===== src/rtl/setpoint_pkg.sv =====
// Shared constants for the keypad setpoint entry block: key codes,
// FSM state encoding and default parameter values.
package setpoint_pkg;

    localparam int unsigned SP_MIN_DEF      = 10;
    localparam int unsigned SP_MAX_DEF      = 90;
    localparam int unsigned SP_RESET_DEF    = 25;
    localparam int unsigned TIMEOUT_CYC_DEF = 50_000_000;

    // Codes 0..9 are digits; the rest are command keys.
    localparam logic [3:0] KEY_ENTER = 4'd10;
    localparam logic [3:0] KEY_CLEAR = 4'd11;
    localparam logic [3:0] KEY_BKSP  = 4'd12;
    localparam logic [3:0] KEY_UP    = 4'd13;
    localparam logic [3:0] KEY_DOWN  = 4'd14;
    localparam logic [3:0] KEY_NONE  = 4'd15;

    typedef enum logic {
        ST_IDLE  = 1'b0,
        ST_ENTRY = 1'b1
    } state_t;

    function automatic logic is_digit(input logic [3:0] code);
        return (code <= 4'd9);
    endfunction

endpackage


===== src/rtl/key_event_sync.sv =====
// Two-flop synchronizer for an active-low async strobe plus its data bus,
// followed by a falling-edge detector producing a one-cycle event.
// The detector stays disarmed after reset until the synchronized strobe
// has been seen high, so a strobe held low through reset release never
// produces an event.
module key_event_sync #(
    parameter int W = 4
) (
    input  logic         clk,
    input  logic         rst_n,
    input  logic         async_n_i,
    input  logic [W-1:0] data_i,
    output logic         event_o,
    output logic [W-1:0] data_o
);

    logic         vn_s1_q, vn_s2_q, vn_prev_q;
    logic [1:0]   fill_q;
    logic         armed_q;
    logic [W-1:0] d_s1_q, d_s2_q;

    // Synchronizer chain, edge-detect history and post-reset arming.
    always_ff @(posedge clk or negedge rst_n) begin
        if (!rst_n) begin
            vn_s1_q   <= 1'b1;
            vn_s2_q   <= 1'b1;
            vn_prev_q <= 1'b1;
            fill_q    <= 2'b00;
            armed_q   <= 1'b0;
            d_s1_q    <= '0;
            d_s2_q    <= '0;
        end else begin
            vn_s1_q   <= async_n_i;
            vn_s2_q   <= vn_s1_q;
            vn_prev_q <= vn_s2_q;
            fill_q    <= {fill_q[0], 1'b1};
            // vn_s2_q only carries a real input sample once fill_q[1] is set.
            armed_q   <= armed_q | (fill_q[1] & vn_s2_q);
            d_s1_q    <= data_i;
            d_s2_q    <= d_s1_q;
        end
    end

    assign event_o = armed_q & vn_prev_q & ~vn_s2_q;
    assign data_o  = d_s2_q;

endmodule


===== src/rtl/setpoint_entry.sv =====
// Keypad setpoint entry: collects up to two BCD digits, commits them on
// ENTER when within [SP_MIN, SP_MAX], supports UP/DOWN nudging, CLEAR,
// BACKSPACE and an inactivity timeout that discards a pending entry.
module setpoint_entry
    import setpoint_pkg::*;
#(
    parameter int unsigned SP_MIN      = SP_MIN_DEF,
    parameter int unsigned SP_MAX      = SP_MAX_DEF,
    parameter int unsigned SP_RESET    = SP_RESET_DEF,
    parameter int unsigned TIMEOUT_CYC = TIMEOUT_CYC_DEF
) (
    input  logic       clk,
    input  logic       rst_n,
    input  logic [3:0] key_code,
    input  logic       key_valid_n,
    output logic [6:0] setpoint,
    output logic       sp_update,
    output logic       err,
    output logic       entry_active,
    output logic [3:0] entry_tens,
    output logic [3:0] entry_ones,
    output logic [1:0] digit_count,
    output state_t     state_dbg
);

    localparam int TW = $clog2(TIMEOUT_CYC + 1);

    logic          key_evt;
    logic [3:0]    key_val;

    state_t        state_q, state_d;
    logic [3:0]    tens_q, tens_d, ones_q, ones_d;
    logic [1:0]    cnt_q, cnt_d;
    logic [6:0]    sp_q, sp_d;
    logic          upd_q, upd_d, err_q, err_d;
    logic [TW-1:0] tmo_q, tmo_d;
    logic [6:0]    value;
    logic          clr;

    key_event_sync #(.W(4)) u_sync (
        .clk       (clk),
        .rst_n     (rst_n),
        .async_n_i (key_valid_n),
        .data_i    (key_code),
        .event_o   (key_evt),
        .data_o    (key_val)
    );

    assign value = {3'b000, tens_q} * 7'd10 + {3'b000, ones_q};

    // Next-state logic: key events take priority over the timeout.
    always_comb begin
        state_d = state_q;
        tens_d  = tens_q;
        ones_d  = ones_q;
        cnt_d   = cnt_q;
        sp_d    = sp_q;
        upd_d   = 1'b0;
        err_d   = 1'b0;
        tmo_d   = tmo_q;
        clr     = 1'b0;
        if (key_evt) begin
            tmo_d = '0;
            case (state_q)
                ST_IDLE: begin
                    if (is_digit(key_val)) begin
                        tens_d  = 4'd0;
                        ones_d  = key_val;
                        cnt_d   = 2'd1;
                        state_d = ST_ENTRY;
                    end else begin
                        case (key_val)
                            KEY_ENTER, KEY_BKSP: err_d = 1'b1;
                            KEY_CLEAR:           clr   = 1'b1;
                            KEY_UP: begin
                                if (sp_q < 7'(SP_MAX)) begin
                                    sp_d  = sp_q + 7'd1;
                                    upd_d = 1'b1;
                                end else begin
                                    err_d = 1'b1;
                                end
                            end
                            KEY_DOWN: begin
                                if (sp_q > 7'(SP_MIN)) begin
                                    sp_d  = sp_q - 7'd1;
                                    upd_d = 1'b1;
                                end else begin
                                    err_d = 1'b1;
                                end
                            end
                            default: ;
                        endcase
                    end
                end
                ST_ENTRY: begin
                    if (is_digit(key_val)) begin
                        if (cnt_q == 2'd1) begin
                            tens_d = ones_q;
                            ones_d = key_val;
                            cnt_d  = 2'd2;
                        end else begin
                            err_d = 1'b1;
                        end
                    end else begin
                        case (key_val)
                            KEY_ENTER: begin
                                if (value >= 7'(SP_MIN) && value <= 7'(SP_MAX)) begin
                                    sp_d  = value;
                                    upd_d = 1'b1;
                                end else begin
                                    err_d = 1'b1;
                                end
                                clr = 1'b1;
                            end
                            KEY_CLEAR: clr = 1'b1;
                            KEY_BKSP: begin
                                if (cnt_q == 2'd2) begin
                                    ones_d = tens_q;
                                    tens_d = 4'd0;
                                    cnt_d  = 2'd1;
                                end else begin
                                    clr = 1'b1;
                                end
                            end
                            KEY_UP, KEY_DOWN: err_d = 1'b1;
                            default: ;
                        endcase
                    end
                end
                default: clr = 1'b1;
            endcase
        end else if (state_q == ST_ENTRY) begin
            if (tmo_q == TW'(TIMEOUT_CYC)) begin
                clr   = 1'b1;
                tmo_d = '0;
            end else begin
                tmo_d = tmo_q + TW'(1);
            end
        end
        if (clr) begin
            tens_d  = 4'd0;
            ones_d  = 4'd0;
            cnt_d   = 2'd0;
            state_d = ST_IDLE;
        end
    end

    // State, entry buffer, committed setpoint, pulses and timeout counter.
    always_ff @(posedge clk or negedge rst_n) begin
        if (!rst_n) begin
            state_q <= ST_IDLE;
            tens_q  <= 4'd0;
            ones_q  <= 4'd0;
            cnt_q   <= 2'd0;
            sp_q    <= 7'(SP_RESET);
            upd_q   <= 1'b0;
            err_q   <= 1'b0;
            tmo_q   <= '0;
        end else begin
            state_q <= state_d;
            tens_q  <= tens_d;
            ones_q  <= ones_d;
            cnt_q   <= cnt_d;
            sp_q    <= sp_d;
            upd_q   <= upd_d;
            err_q   <= err_d;
            tmo_q   <= tmo_d;
        end
    end

    assign setpoint     = sp_q;
    assign sp_update    = upd_q;
    assign err          = err_q;
    assign entry_active = (state_q == ST_ENTRY);
    assign entry_tens   = tens_q;
    assign entry_ones   = ones_q;
    assign digit_count  = cnt_q;
    assign state_dbg    = state_q;

endmodule

===== config.mk =====
export PLATFORM = sky130hd
export DESIGN_NAME = setpoint_entry
export DESIGN_NICKNAME = d
export VERILOG_FILES = /design/src/rtl/setpoint_pkg.sv /design/src/rtl/key_event_sync.sv /design/src/rtl/setpoint_entry.sv
export SDC_FILE = /design/constraint.sdc
export NUM_CORES = 1
export LEC_CHECK = 0
export CAP_MARGIN = 25
export CORE_UTILIZATION = 26
export CTS_BUF_LIST = sky130_fd_sc_hd__clkbuf_16
export CTS_CLUSTER_DIAMETER = 120
export DETAILED_ROUTE_END_ITERATION = 8
export PLACE_DENSITY = 0.47
export SETUP_SLACK_MARGIN = 0.5
export SLEW_MARGIN = 20
export SYNTH_ARGS = -nofsm -noshare
export SYNTH_HDL_FRONTEND = slang
export SYNTH_HIERARCHICAL = 1
export SYNTH_SLANG_ARGS = --single-unit

===== constraint.sdc =====
create_clock -name clk -period 3.7 [get_ports clk]
set_input_delay 0.37 -clock clk [delete_from_list [all_inputs] [get_ports clk]]
set_output_delay 0.37 -clock clk [all_outputs]
set_load 0.01 [all_outputs]

==> reports/metrics.yaml <==
die:
  core_um2: 12800
  fp.dieW_um: 118
  num_rows: 41
  io_pins: 28
  dieArea_um2: 13900
  initial_core_util_pct: 27.2
  die_y_um: 118
power_and_ir_drop:
  pwr-share-seq_pct: 40.2
  powerDensity_nw_per_um2: 457
  pwr-share-comb_pct: 17.7
  finalPower_w: 0.00195
  ir_drop_mv: 0.183
  switching_share_pct: 28.8
  p_leak_nw: 1.85
  p_switching_w: 0.000561
  p_clk_share_pct: 42.1
  intPower_w: 0.00139
critical_path:
  r2r-start: "entry_tens[1]$_DFFE_PN0P_"
  critPathBufInv: 1
  cpPeakStageDelay_ps: 620
  crit_chain: "ha_1 > ha_1 > fa_2 > nand2_1 > nor4b_1 > o41ai_2 > a21oi_4 > buf_12 > mux2_4 > o221ai_2"
  crit_path_end_kind: "flop"
  timing.critical_path.arrival_ps: 3310
  cp_common_cell: "ha_1"
  slowest_stage: "fa_2"
  critical_path_required_ps: 3930
  r2r_setup_slack_ps: 630
  critPathLaunchType: "flop"
  cp_top_family: "adder cells"
  r2r_cells: 10
  path_class: "flop to flop"
  worstPathMaxFanout: 10
  worstReg2RegEnd: "setpoint[1]$_DFFE_PN0P_"
global_route:
  gr-total-overflow: 0
  antenna_found_initial: 0
  groute.usage.overall_pct: 12.6
  grt_max_degree: 42
  grt_pass1_vias: 2764
  grt_pass1_wl_um: 14100
hold_path:
  min-delay-path-class: "flop to flop"
  whs_path_depth: 0
  worstHoldStart: "u_sync/d_s1_q[3]$_DFF_PN0_"
  min_to: "u_sync/data_o[3]$_DFF_PN0_"
timing:
  whs_ps: 342
  setup_viol: 0
  fin_worst_skew_ps: 15.2
  min_period_over_period_pct: 83.1
  slew_headroom_pct: 48.3
  final-max-slew-violation-count: 0
  worst_pin_slew_ps: 755
  setup_tns_ps: 0
  period_minus_slack_ps: 3070
  rsz0062_at_grt: "no"
  finalHoldViolCount: 0
  fin_ws_ps: 626
  clock.fmax_ghz: 0.325
cells_and_area:
  seq_area_um2: 1510
  drive_gt1_share_pct: 12.9
  fill_cells: 1356
  fin_cells: 561
  multi_input_area_um2: 1860
  antenna_cells: 0
  syn_to_final_growth_pct: 22.3
  finalNetCount: 407
clock_network:
  cts_sinks: 60
  cts-root-buf: "clkbuf_16"
  clkLatencyLatePin_ps: 330
  cts_inserted_buffers: 9
  clkTransAtPathRegs_ps: 60
  cts.path.max_buffers: 2
  cts_tree: "done"
  htreeDepth: 3
yosys:
  ys_warn_count: 6
  synth_ff_type: "dfrtp_1"
  synth_fp_nets: 375
  ys_seq_area_share_pct: 43.3
  synthTopCellsByArea: "dfrtp_1 39%, ha_1 4.7%, dfstp_2 4.5%"
  synth-async-reset-ratio_pct: 100
  syn_avg_cell_area_um2: 9.90
  ys_ff_latch: 60
  synth.most_common_cell: "dfrtp_1"
  synthTopCellsByCount: "54 x dfrtp_1, 32 x nor2_1, 30 x nand2_1"
  synth-edff-count: 0
  postSynthCellCount: 352
  yosysTopAreaCell: "dfrtp_1"
  synth_top_area_share_pct: 38.8
  synth.distinct_cells: 66
  netlist_area_um2: 3480
placement:
  portBuffers: 27
  dpl.hpwl_um: 5750
  place_ws_ps: 598
  place_congestion: 0.820
  dp.cells: 543
routing:
  ant_nets: 0
  routedWlPerCell_um: 14.5
  routed_wirelength_um: 8110
  drt_first_iter_violations: 130
  vias_per_cell: 4.83
  via_count: 2709
  drt_first_pass_iters: 4
  drc_errors: 0
flow_run:
  drv_cap: 0
run_status:
  status: "completed"
-- how the worst max path moves through the flow --
| stage | depth (start not counted) | from | slack, ps | end |
|---|---|---|---|---|
| global placement | 9 | entry_tens[1]$_DFFE_PN0P_ | 680 | setpoint[1]$_DFFE_PN0P_ |
| global route | 10 | u_sync/data_o[1]$_DFF_PN0_ | 510 | setpoint[6]$_DFFE_PN0P_ |
| finish | 10 | entry_tens[1]$_DFFE_PN0P_ | 630 | setpoint[1]$_DFFE_PN0P_ |
| detailed placement | 9 | entry_tens[1]$_DFFE_PN0P_ | 600 | setpoint[1]$_DFFE_PN0P_ |
| CTS | 9 | entry_tens[1]$_DFFE_PN0P_ | 580 | setpoint[1]$_DFFE_PN0P_ |
| floorplan | 10 | entry_tens[1]$_DFFE_PN0P_ | 700 | setpoint[1]$_DFFE_PN0P_ |
-- cells by family after synthesis --
kind of cell / after synthesis / synth area share [%]
AOI/OAI and AO/OA: 95 / 19.0
xor gates and xnor gates: 26 / 6.54
adders and majority gates: 16 / 6.39
buffers and inverters: 25 / 3.41
DFF: 60 / 43.3
muxes: 8 / 2.44
other: 1 / 0.108
and+or+nand+nor: 121 / 18.8
-- metrics by stage --
stage | cell area, um2 | utilization [%]
6_report | 4260 | 33.2
5_1_grt | 4260 | 33.2
4_1_cts | 4240 | 33.1
3_5_place_dp | 3940 | 30.7
3_3_place_gp | 3940 | 30.7
2_1_floorplan | 3480 | -
-- layout by cell type, fill, tap and decap left out, drive strengths merged, types with 8 or more instances in the layout --
cell type and count:
dfrtp 54, nor2 32, nand2 30, clkdlybuf4s50 26, a21oi 21, o21ai 18, xor2 14, ha 13
xnor2 12, inv 10, nand3 10, clkbuf 9, a21o 9, buf 9, o22ai 8, and3 8
-- what timing repair did --
action | CTS | global route
setup buffers | 0 | 1
hold buffers | 1 | 0
setup endpoints to repair | 0 | 7
resized for setup | 0 | 2
endpoints found under the hold margin | 9 | 0
-- routing by layer --
layer / GRT usage [%] / share of wire (%)
met4: 5.29 / 1.0
met5: 0 / 0
met2: 18.9 / 44
met1: 18.0 / 53
met3: 1.99 / 2.2
-- cell type report --
class	instances	share of cell area (%)
Tap cell	172	5.05
Timing Repair Buffer	36	8.16
Multi-Input combinational cell	267	43.6
Inverter	10	0.881
Clock inverter	7	1.58
Sequential cell	60	35.4
Clock buffer	9	5.28
-- flip-flops by register name, summed over array words and instances, names as in the netlist, 2 cells and up --
name	count
digit_count	2
entry_ones	4
entry_tens	4
setpoint	7
tmo_q	26
u_sync/d_s1_q	4
u_sync/data_o	4
u_sync/fill_q	2
-- power groups by stage --
stage | Clock (W) | Combinational, W | Sequential [W]
after floorplan | 0 | 0.000219 | 0.000777
after detailed placement | 0 | 0.000340 | 0.000795
after global placement | 0 | 0.000340 | 0.000793
after global routing | 0.000879 | 0.000389 | 0.000794
after CTS | 0.000854 | 0.000344 | 0.000784
final | 0.000820 | 0.000344 | 0.000784
Power figures use the tool's default switching activity.
